<file path="config.mk">
export PLATFORM = sky130hd
export DESIGN_NAME = tape_mem_arbiter
export DESIGN_NICKNAME = d
export VERILOG_FILES = /design/src/rtl/tape_mem_arbiter.sv
export SDC_FILE = /design/constraint.sdc
export NUM_CORES = 1
export LEC_CHECK = 0
export ABC_AREA = 1
export CAP_MARGIN = 20
export CORE_MARGIN = 8
export CORE_UTILIZATION = 37
export DETAILED_ROUTE_END_ITERATION = 16
export PLACE_DENSITY = 0.76
export SLEW_MARGIN = 15
export SYNTH_ARGS = -nofsm -noshare
export SYNTH_HDL_FRONTEND = slang
export SYNTH_SLANG_ARGS = --single-unit
</file>
<file path="constraint.sdc">
create_clock -name clk -period 1.4 [get_ports clk]
set_input_delay 0.21 -clock clk [delete_from_list [all_inputs] [get_ports clk]]
set_output_delay 0.21 -clock clk [all_outputs]
set_load 0.02 [all_outputs]
</file>
<file path="src/rtl/tape_mem_arbiter.sv">
// Two-port read arbiter sharing one byte-wide SDRAM read port.
// Issues a one-cycle read strobe, waits LATENCY cycles, returns data with a one-cycle ack.
module tape_mem_arbiter #(
    parameter int unsigned ADDR_W     = 25,
    parameter int unsigned DATA_W     = 8,
    parameter int unsigned LATENCY    = 2,   // legal range 1..15
    parameter bit          FIXED_PRIO = 1'b0
) (
    input  logic              clk,
    input  logic              reset_n,
    input  logic              req0,
    input  logic [ADDR_W-1:0] addr0,
    output logic              ack0,
    output logic [DATA_W-1:0] dout0,
    input  logic              req1,
    input  logic [ADDR_W-1:0] addr1,
    output logic              ack1,
    output logic [DATA_W-1:0] dout1,
    output logic [ADDR_W-1:0] mem_addr,
    output logic              mem_rd,
    input  logic [DATA_W-1:0] mem_data,
    output logic              busy,
    output logic              grant
);

    typedef enum logic [1:0] {StIdle, StIssue, StWait, StAck} state_e;

    state_e            state_q, state_d;
    logic [3:0]        cnt_q;
    logic              grant_q, last_grant_q;
    logic [ADDR_W-1:0] mem_addr_q;
    logic [DATA_W-1:0] dout0_q, dout1_q;
    logic              any_req;
    logic              sel;

    // Tie goes to port 0 under fixed priority, otherwise to the port not served last.
    always_comb begin
        any_req = req0 | req1;
        if (req0 && req1) begin
            sel = FIXED_PRIO ? 1'b0 : ~last_grant_q;
        end else begin
            sel = req1;
        end
    end

    always_ff @(posedge clk or negedge reset_n) begin
        if (!reset_n) begin
            state_q <= StIdle;
        end else begin
            state_q <= state_d;
        end
    end

    always_comb begin
        state_d = state_q;
        unique case (state_q)
            StIdle:  if (any_req) state_d = StIssue;
            StIssue: state_d = StWait;
            StWait:  if (cnt_q == 4'd0) state_d = StAck;
            StAck:   state_d = StIdle;
            default: state_d = StIdle;
        endcase
    end

    always_ff @(posedge clk or negedge reset_n) begin
        if (!reset_n) begin
            cnt_q        <= 4'd0;
            grant_q      <= 1'b0;
            last_grant_q <= 1'b1;
            mem_addr_q   <= '0;
            dout0_q      <= '0;
            dout1_q      <= '0;
        end else begin
            unique case (state_q)
                StIdle: begin
                    if (any_req) begin
                        mem_addr_q   <= sel ? addr1 : addr0;
                        grant_q      <= sel;
                        last_grant_q <= sel;
                    end
                end
                StIssue: cnt_q <= 4'(LATENCY - 1);
                StWait: begin
                    if (cnt_q == 4'd0) begin
                        if (grant_q) begin
                            dout1_q <= mem_data;
                        end else begin
                            dout0_q <= mem_data;
                        end
                    end else begin
                        cnt_q <= cnt_q - 4'd1;
                    end
                end
                default: ;
            endcase
        end
    end

    // A requester that dropped its req before the ack cycle gets no ack.
    always_comb begin
        mem_rd = (state_q == StIssue);
        busy   = (state_q != StIdle);
        ack0   = (state_q == StAck) && !grant_q && req0;
        ack1   = (state_q == StAck) && grant_q && req1;
    end

    assign mem_addr = mem_addr_q;
    assign grant    = grant_q;
    assign dout0    = dout0_q;
    assign dout1    = dout1_q;

endmodule

</file>
# --- Word level (Yosys, flattened, before mapping) ---
# Cells that the tools add are included.
totals:
  register_bits: 49
  input_bits: 62
  out_inout_bits: 46
  word_cells: 39
op_classes:
  add_sub_neg: 1
  eq_ne: 6
  muxes: 7
  n_bitwise: 3
  n_reduce_logical: 15
ops:
  columns: ["cell", "n"]
  rows:
  - ["$mux 25", 1]
  - ["$pmux 2 s4", 1]
  - ["$pmux 4 s2", 1]
  - ["$ne 2x2->1 const B", 3]
  - ["$reduce_and 2->1", 3]
  - ["$reduce_and 3->1", 2]
  - ["$logic_and 1x1->1", 5]
  - ["$eq 2x2->1 const B", 2]
  - ["$logic_not 4->1", 1]
  - ["$mux 2", 2]
  - ["$mux 4", 1]
  - ["$reduce_bool 2->1", 2]
  - ["$sub 4x1->4 const B", 1]
  - ["$eq 2x1->1 const B", 1]
  - ["$logic_not 2->1", 1]
  - ["$not 1->1", 2]
  - ["$logic_not 1->1", 1]
  - ["$mux 1", 1]
  - ["$or 1x1->1", 1]

# --- Longest topological paths before layout ---
# Gate-level depths: netlist of run 1.
depth:
  word_depth: 3
  ltp_mapped: 8
  depth_no_buf: 7

# --- Least setup slack after synthesis of run 1 ---
# No wires, ideal clock.
synth_timing:
  path_kind: "reg2reg"
  start: "register state_q[0]"
  end: "register mem_addr_q[10] (netlist: mem_addr[10])"
  setup_ps: 122
  arrival_time_ps: 1356
  t_required_ps: 1278
  path_slack_ps: -78
  path_stages_with_launch: 9
  n_path_buf: 1
  period_less_slack_ps: 1478
  cell_sequence: "dfrtp_1 inv_1 ha_1 inv_1 a21oi_4 inv_2 buf_6 nand2_1 o21ai_1"
synth_via:
  elab_chain_cells: 2
synth_lines:
  columns: ["element", "line", "text"]
  rows:
  - ["start: declaration", "28", "state_e state_q, state_d;"]
  - ["start signal: assignment", "48", "state_q <= StIdle;"]
  - ["start signal: assignment", "50", "state_q <= state_d;"]
  - ["$logic_not 2->1", "74", "unique case (state_q)"]
  - ["$reduce_and 2->1 (no source line)", null, null]
  - ["end signal: assignment", "77", "mem_addr_q <= sel ? addr1 : addr0;"]
  - ["end: declaration", "31", "logic [ADDR_W-1:0] mem_addr_q;"]
# Every way passes these cells.
# A chain may end at the register's enable or synchronous reset.

# --- Worst setup path in the final report of run 1 ---
layout_timing:
  start: "register state_q[0]"
  end: "register mem_addr_q[18] (netlist: mem_addr[18])"
# Same word-level chain as after synthesis.

==> results.txt, run 1 <==
The global routing usage summed across all routing layers came out at 0.162. The number of nets with antenna violations after routing is 0. The number of antenna diodes in the final layout is 0. The depth of the worst register-to-register path is 9. The number of search-and-repair iterations in the first detailed-routing pass is 4. The most numerous cell type found on the critical path is sky130_fd_sc_hd__inv_2. The net count of the mapped netlist is 345. The proportion of netlist area held by the largest area contributor is 0.508.

The die footprint came out at 9210 sq um. Traced cell by cell, the critical path runs through inv_2 -> ha_4 -> inv_2 -> buf_6 -> a21oi_4 -> buf_12 -> buf_16 -> o211ai_1 -> nand2_1. The area of the multi-input gates came out at 1100 sq um. sky130_fd_sc_hd__dfrtp_1 takes more of the synthesized area than any other cell.

The arrival time at the worst endpoint came out at 1790 ps. The initial detailed-routing violation count is 83. In this run the number of cells on the critical path is 9.

On the critical path the largest part of the delay comes from buffers and inverters. The maximum clock rate is 0.644 GHz. The congestion estimate from routability-driven global placement came to 0.803.

The unique cell type count in the Yosys netlist came out at 21. The initial antenna violation count was 0. The first-pass GRT wire length came out at 11.9 mm. In this run the power density over the cells is 2240 nW/um^2. After detailed routing, the number of remaining DRC violations is 0. Averaged over all synthesized cells, the footprint is 8.57 sq um.

The via count of the first global-routing pass is 2,459. After global routing the overflow that remains totals 0. The gate count of the mapped netlist is 276. The run finished, with violations left. In this run the worst path has a maximum fanout of 8. The max-capacitance violation count came out at 0. The type of the tightest min-delay check is in -> async.

The sequential area share after synthesis came out at 0.519. The wire length per cell is 15.1 microns. The number of placed instances, taps included, is 469. Setup repair after global routing could not meet its margin everywhere. The clock-pin slew on the worst setup and hold paths is 100 ps. Headroom to the max-slew limit came out at 0.672. The routed wire length is 7.56 mm. The buffer and inverter count on the worst path is 5. The number of pins with negative max-slew slack in the final report came to 0. For this design, the slowest cell found on the critical path is sky130_fd_sc_hd__dfrtp_1.

STA classifies the critical path startpoint as a flop. The transition time at the pin with the least slew margin is 491 ps. The maximum number of buffers from clock root to sink came out at 2. TritonCTS built the clock tree. The core region is 6280 sq um. In this run the static leakage power is 2.04 nW.

The floorplan die width came out at 96.0 microns. The I/O pin total is 108. The number of filler instances in the final layout came out at 519. IR analysis of the VDD net gives a maximum drop of 1.10 mV.

The area used by sequential logic in the layout is 1230 sq um. The count of warnings emitted by yosys came out at 0. The number of nets at the end of the flow is 491. The area growth from synthesis to layout is 76.3%. The time the worst path needs with I/O delays and setup is 1550 ps. The clock skew came out at 7.14 ps.

The portion of the clock cycle consumed by the worst path in the final layout is 1.11. The delay of the slowest cell on the worst path is 420 ps. The number of setup violations in the final report is 35. The setup total negative slack is -3220 ps. Yosys attributes the largest share of cell area to sky130_fd_sc_hd__dfrtp_1 51%, sky130_fd_sc_hd__nand2_1 14%, sky130_fd_sc_hd__o21ai_0 8.2%, sky130_fd_sc_hd__inv_1 5.2%, sky130_fd_sc_hd__o211ai_1 4.1%.

The mean number of vias per cell is 4.73. The worst setup path is captured at a flop. The number of H-tree branching levels came out at 2. CTS placed an instance of sky130_fd_sc_hd__clkbuf_8 at the clock tree root.

Entering global routing, the biggest net connects 32 pins. The setup path with the least slack is of type reg -> reg. The number of hold-slack violations in the final timing report came out at 0.

The required time reported for the critical path endpoint came out at 1640 ps. The number of clock buffers added by TritonCTS is 5. The total number of clock tree sinks is 49.

The clock insertion delay at the later pin of the skew report is 300 ps. The overall via count from detail_route came out at 2,363. The synthesis-stage register bit count is 49. The share of post-route cells with drive strength above 1 is 0.243. The setup check on the worst reg-to-reg path leaves a slack of -150 ps. Final hold analysis gives a worst-case slack of 428 ps.

The checks that failed: negative setup slack. For this run, the number of standard cells in the final layout without fillers is 500. The number of rows created at floorplan is 29. The final cell utilization of the core is 0.665. The HPWL after detailed placement is 5.06 mm. The starting utilization of the core area came out at 0.377. The setup slack at placement is -444 ps. The die is 96.0 microns tall. The final setup slack of the worst path came out at -152 ps.

The count of buffers inserted at the top-level ports is 107. The combined area of all synthesized cells is 2370 sq um.
layer usage:
| metal | share of wire | up-vias | routed length (microns) | GRT usage |
|---|---|---|---|---|
| li1 | - | 1180 | - | - |
| met3 | 0.069 | 6 | 521 | 0.0499 |
| met2 | 0.53 | 74 | 3980 | 0.281 |
| met1 | 0.40 | 1103 | 3010 | 0.193 |
| met5 | 0 | - | 0 | 0 |
| met4 | 0.0071 | 0 | 54 | 0.0307 |
Yosys cell counts, drive strengths merged:
master,n
a21oi,1
or2,1
ha,7
dfstp,1
o211ai,13
nand3,9
dfrtp,48
inv,35
nor3,2
nand2,86
nand4,1
xor2,1
clkbuf,1
o21ai,45
nor2,14
buf,11
metrics by stage:
stage                     cell area (sq um)  power [mW]
final                                  4170        9.35
after global placement                 3600        7.02
after global routing                   4170        10.0
after floorplan                        2370        4.95
after detailed placement               3600        7.13
after CTS                              3940        8.69
final timing paths:
check | startpoint | to
worst max-delay path | state_q[0]$_DFFE_PN0P_ | mem_addr[18]$_DFFE_PN0P_
worst min-delay path | reset_n | mem_addr[4]$_DFFE_PN0P_
worst max register to register | state_q[0]$_DFFE_PN0P_ | mem_addr[18]$_DFFE_PN0P_
worst min register to register | mem_addr[12]$_DFFE_PN0P_ | mem_addr[12]$_DFFE_PN0P_
max in group asynchronous | reset_n | last_grant_q$_DFFE_PN1P_
min in group clk | mem_addr[12]$_DFFE_PN0P_ | mem_addr[12]$_DFFE_PN0P_
state kept, by name, summed over array words and instances (netlist names):
name,count
dout1,8
grant,1
mem_addr,25
cnt_q,4
state_q,2
last_grant_q,1
dout0,8
cells by family after synthesis:
logic type	synth area share
buffers and inverters	0.0994
and+or+nand+nor	0.198
xor gates and xnor gates	0.00370
adders and majority gates	0.0370
DFF	0.519
AOI/OAI and AO/OA	0.143
worst min-delay path: cells and delay by family:
kind	cells	cell delay, ps
buffers and inverters	3	910
report_power, final:
part / leakage, nW / switching (mW) / internal [mW]
Combinational: 1.38 / 3.03 / 2.57
Sequential: 0.596 / 0.421 / 2.13
Clock: 0.0687 / 0.488 / 0.719
cell usage in the layout, fill, tap and decap left out, types with 4 or more instances in the layout:
cell type	netlist	final
sky130_fd_sc_hd__nand2_1	86	70
sky130_fd_sc_hd__clkdlybuf4s50_1	0	60
sky130_fd_sc_hd__dfrtp_1	48	48
sky130_fd_sc_hd__dlygate4sd2_1	0	41
sky130_fd_sc_hd__inv_1	33	27
sky130_fd_sc_hd__o21ai_1	6	27
sky130_fd_sc_hd__buf_4	3	25
sky130_fd_sc_hd__nand2_2	0	14
sky130_fd_sc_hd__nor2_1	14	14
sky130_fd_sc_hd__o211ai_1	13	13
sky130_fd_sc_hd__buf_6	6	12
sky130_fd_sc_hd__o21ai_2	0	10
sky130_fd_sc_hd__o21ai_0	39	8
sky130_fd_sc_hd__inv_2	2	6
sky130_fd_sc_hd__nand3_1	7	6
sky130_fd_sc_hd__nand3_4	2	5
sky130_fd_sc_hd__clkbuf_8	0	5
sky130_fd_sc_hd__ha_4	0	4
final cells by class:
class,count,share of cell area
Timing Repair inverter,2,0.00660
Tap cell,77,0.0231
Inverter,35,0.0351
Timing Repair Buffer,147,0.343
Multi-Input combinational cell,182,0.265
Clock inverter,3,0.0165
Clock buffer,5,0.0165
Sequential cell,49,0.294
timing repair:
item,CTS,global route
setup buffers,8,10
gates resized for setup,112,59
hold buffers,1,0
setup endpoints to repair,92,53
pin swaps,5,16
endpoints found under the hold margin,48,0
gates cloned,5,2
(Power assumes the default switching activity.)
==> run 2: changes to the inputs <==
- ABC_AREA: 1 -> unset
- ABC_CLOCK_PERIOD_IN_PS: unset -> 1400
==> run 2 against run 1 <==
Net effect: the run still ends with negative setup slack left; register-to-register slack lost 80 ps; core utilization increased by 2.6 points; cell area is 1.5% lower; worst hold slack worse by 14 ps; maximum frequency is 4.8% lower; non-clock buffer count is 6 higher; routed wire length down 11%; final cell count decreased by 16%; critical endpoint is now state_q[1]$_DFFE_PN0P_.
==> results.txt, run 2 <==
The transition time at the pin with the least slew margin is 477 ps (-13.8 ps). The CTS tree is done. The floorplan die width is 94.8 microns (-1.2%).

The net count of the mapped netlist is 263 (-24%). The clock skew is 4.58 ps (-2.56 ps). The setup slack at placement came out at -317 ps (+127 ps). The number of setup violations in the final report came out at 50 (+43%). The overall via count from detail_route was 2,011 (-15%). The portion of the clock cycle consumed by the worst path in the final layout came to 1.16 (+0.0553). The library cells used most frequently in the layout, excluding fill and tap cells, are 60 x sky130_fd_sc_hd__clkdlybuf4s50_1, 47 x sky130_fd_sc_hd__dfrtp_1, 42 x sky130_fd_sc_hd__dlygate4sd2_1. The via count of the first global-routing pass came out at 2,112 (-14%). The wire length per cell is 16.0 microns (+5.4%).

The pin count of the biggest net entering global routing is 50 (+56%). The number of nets with antenna violations after routing was 0 (unchanged). The mean number of vias per cell came out at 4.78 (+1.1%). The count of buffers inserted at the top-level ports is 107 (unchanged). The total number of clock tree sinks came out at 49 (unchanged). The share of post-route cells with drive strength above 1 came to 0.303 (+0.0600). The sequential area share after synthesis was 0.534 (+0.0155). The cell area after layout came out at 4110 sq um (-1.5%). The gate count of the mapped netlist came out at 194 (-30%).

The total CTS buffers is 5 (unchanged). The combined area of all synthesized cells is 2300 sq um (-2.9%). The starting utilization of the core area came out at 0.386 (+0.00880). The final weighted congestion in routability-driven placement came to 0.769 (-4.2%). The initial antenna violation count was 0 (unchanged). The leakage power total came out at 2.00 nW (-1.8%). The capturing element type of the critical path is a flop. The placement-stage cell area came out at 3670 sq um (+2.1%). The leading area contributor after synthesis is sky130_fd_sc_hd__dfrtp_1. Yosys attributes the largest share of cell area to sky130_fd_sc_hd__dfrtp_1 52%, sky130_fd_sc_hd__mux2i_1 12%, sky130_fd_sc_hd__o21ai_0 5.7%, sky130_fd_sc_hd__mux2_4 5.2%, sky130_fd_sc_hd__nand2_1 5.1%. The vertical die dimension came out at 94.8 microns (-1.2%). The total DRC errors in the routed layout is 0 (unchanged). The standard cell core area is 5960 sq um (-5.1%). The unique cell type count in the Yosys netlist came to 29 (+38%). The number of nets at the end of the flow came out at 414 (-16%). The flip-flop count of the largest register after layout is 25 (unchanged). The initial detailed-routing violation count came out at 35 (-58%).

The synthesis-stage register bit count is 49 (unchanged). Leaving out fill and tap cells, the most frequent cell in the layout is sky130_fd_sc_hd__clkdlybuf4s50_1. The final setup slack of the worst path came out at -229 ps (-77.4 ps). The endpoint identified for the worst register-to-register timing path is state_q[1]$_DFFE_PN0P_. The setup total negative slack is -6900 ps (-3680 ps). The clock insertion delay at the later pin of the skew report came to 300 ps (about the same). The number of search-and-repair iterations in the first detailed-routing pass is 4 (unchanged).

The number of hold-slack violations in the final timing report came out at 0 (unchanged). The worst hold-check slack is 415 ps (-13.6 ps). Sorting the synthesized cells by how often they occur yields 48 x sky130_fd_sc_hd__dfrtp_1, 31 x sky130_fd_sc_hd__nand2_1, 28 x sky130_fd_sc_hd__mux2i_1. The global routing usage summed across all routing layers is 0.142 (-0.0203). The max-capacitance violation count came to 0 (unchanged). The cell count after placement is 393 (-16%). The mean area per synthesized cell is 11.8 sq um (+38%). The clock-pin slew on the worst setup and hold paths came to 90 ps (about the same). The final reports fail on negative setup slack.

The number of inserted diodes is 0 (unchanged). The worst register-to-register path begins at cnt_q[0]$_DFFE_PN0P_. The number of pins with negative max-slew slack in the final report is 0 (unchanged). The signal on the critical path passes through inv_2 -> ha_4 -> or3b_4 -> a21oi_4 -> mux2_4.

The areal power density over the cells is 2150 nW/um^2 (-4.0%). The delay of the slowest cell on the worst path is 410 ps (about the same). The critical path is of the reg -> reg type. The proportion of netlist area held by the largest area contributor was 0.523 (+0.0152).

The most used flip-flop cell after synthesis is sky130_fd_sc_hd__dfrtp_1. The most used standard cell by instance count after synthesis is sky130_fd_sc_hd__dfrtp_1. The number of flops mapped to enable cells by yosys is 0 (unchanged).

The worst hold path belongs to the class in -> async. The arrival time at the worst endpoint came to 1820 ps (+30 ps). The count of warnings emitted by yosys is 0 (unchanged). The required time reported for the critical path endpoint came to 1590 ps (-50 ps). CTS placed an instance of sky130_fd_sc_hd__clkbuf_8 at the clock tree root.

The routed wire length is 6.72 mm (-11%). The I/O pin total is 108 (unchanged). The first-pass GRT wire length was 10.1 mm (-15%).

The die footprint came out at 8990 sq um (-2.4%). The number of H-tree branching levels came to 2 (unchanged). The run finished, with violations left. The number of rows created at floorplan came out at 28 (-3.4%). The time the worst path needs with I/O delays and setup came out at 1630 ps (+77.4 ps). The worst relative slew slack came to 0.681 (+0.00835). The internal reg-to-reg setup slack is -230 ps (-80 ps).

The growth of design area from synthesis to finish came out at 78.9%. The HPWL after detailed placement came out at 4.72 mm (-6.7%). The maximum clock rate is 0.614 GHz (-4.8%). The remaining global-route overflow is 0 (unchanged). The async set or reset register ratio after synthesis came out at 1.00 (unchanged). The filler-free cell count of the finished design came out at 421 (-16%). The slowest stage of the critical path is the sky130_fd_sc_hd__or3b_4 cell. STA classifies the critical path startpoint as a flop. The largest fanout on the critical path is 4 (-4). Setup repair after global routing could not meet its margin everywhere.

The worst vdd rail ir drop is 1.07 mV (-3.0%). The maximum number of buffers from clock root to sink is 2 (unchanged). The depth of the worst register-to-register path is 5 (-4).
## run 2: changes by cell type after synthesis, sizes merged, moves of 2 or more
cell / change
nand2: -54
o21ai: -18
a21oi: +2
mux2i: +28
o211ai: -13
clkbuf: +4
nor2: -12
mux2: +17
inv: -29
nand3: -8
buf: -7
## run 2: kinds of logic after synthesis
family	after synthesis	synth area share
multiplexers	45	0.218
adder cells (fa/ha/maj)	7	0.0381
flip-flops	49	0.534
AO/OA/AOI/OAI	35	0.0828
buffers and inverters	15	0.0376
AND/OR/NAND/NOR	43	0.0888
## run 2: worst max-delay path by stage
| stage | start | endpoint | slack, ps |
|---|---|---|---|
| after floorplan | cnt_q[0]$_DFFE_PN0P_ | state_q[1]$_DFFE_PN0P_ | -190 |
| after global placement | req0 | ack0 | -320 |
| after detailed placement | req0 | ack0 | -320 |
| after CTS | state_q[1]$_DFFE_PN0P_ | dout0[0]$_DFFE_PN0P_ | -230 |
| after global routing | cnt_q[0]$_DFFE_PN0P_ | state_q[1]$_DFFE_PN0P_ | -280 |
| final | cnt_q[0]$_DFFE_PN0P_ | state_q[1]$_DFFE_PN0P_ | -230 |
## run 2: stage by stage
stage,utilization,power (mW)
global placement,0.617,7.01
finish,0.690,8.85
global route,0.690,9.44
CTS,0.655,8.24
detailed placement,0.617,7.13
floorplan,-,4.85
## run 2: critical path, delay by kind of cell, from the launching register on
family / cells / cell delay [ps]
and+or+nand+nor: 1 / 410
AOI/OAI and AO/OA: 1 / 170
DFF: 1 / 400
buffers and inverters: 1 / 90
muxes: 1 / 310
adders and majority gates: 1 / 140
## run 2: layout make-up
| type | count | area (sq um) |
|---|---|---|
| clock buffers | 5 | 68.8 |
| flip-flops and latches | 49 | 1230 |
| multi-input cells | 130 | 1130 |
| clock inverters | 3 | 65.1 |
| fillers | 480 | 1850 |
| repair buffers | 153 | 1500 |
| well taps | 75 | 93.8 |
| inverters | 6 | 22.5 |
## run 2: metal layers
layer  vias up  GRT usage  wire length (microns)
li1        976          -                      -
met1       959      0.166                   2830
met2        70      0.242                   3280
met3         6     0.0476                    554
met4         0     0.0377                     48
met5         -          0                      0
## run 2: where the power goes
group	switching [mW]	leakage (nW)	internal, mW	total (mW)
logic	2.48	1.34	2.66	5.14
registers	0.390	0.596	2.12	2.51
clock network	0.483	0.0681	0.710	1.19
## run 2: repair_timing
item	in CTS	in global routing
setup endpoints to repair	89	49
setup buffers	10	6
gates cloned	0	5
hold endpoints to repair	48	0
gates resized for setup	83	44
hold buffers	1	0
pin swaps	2	1
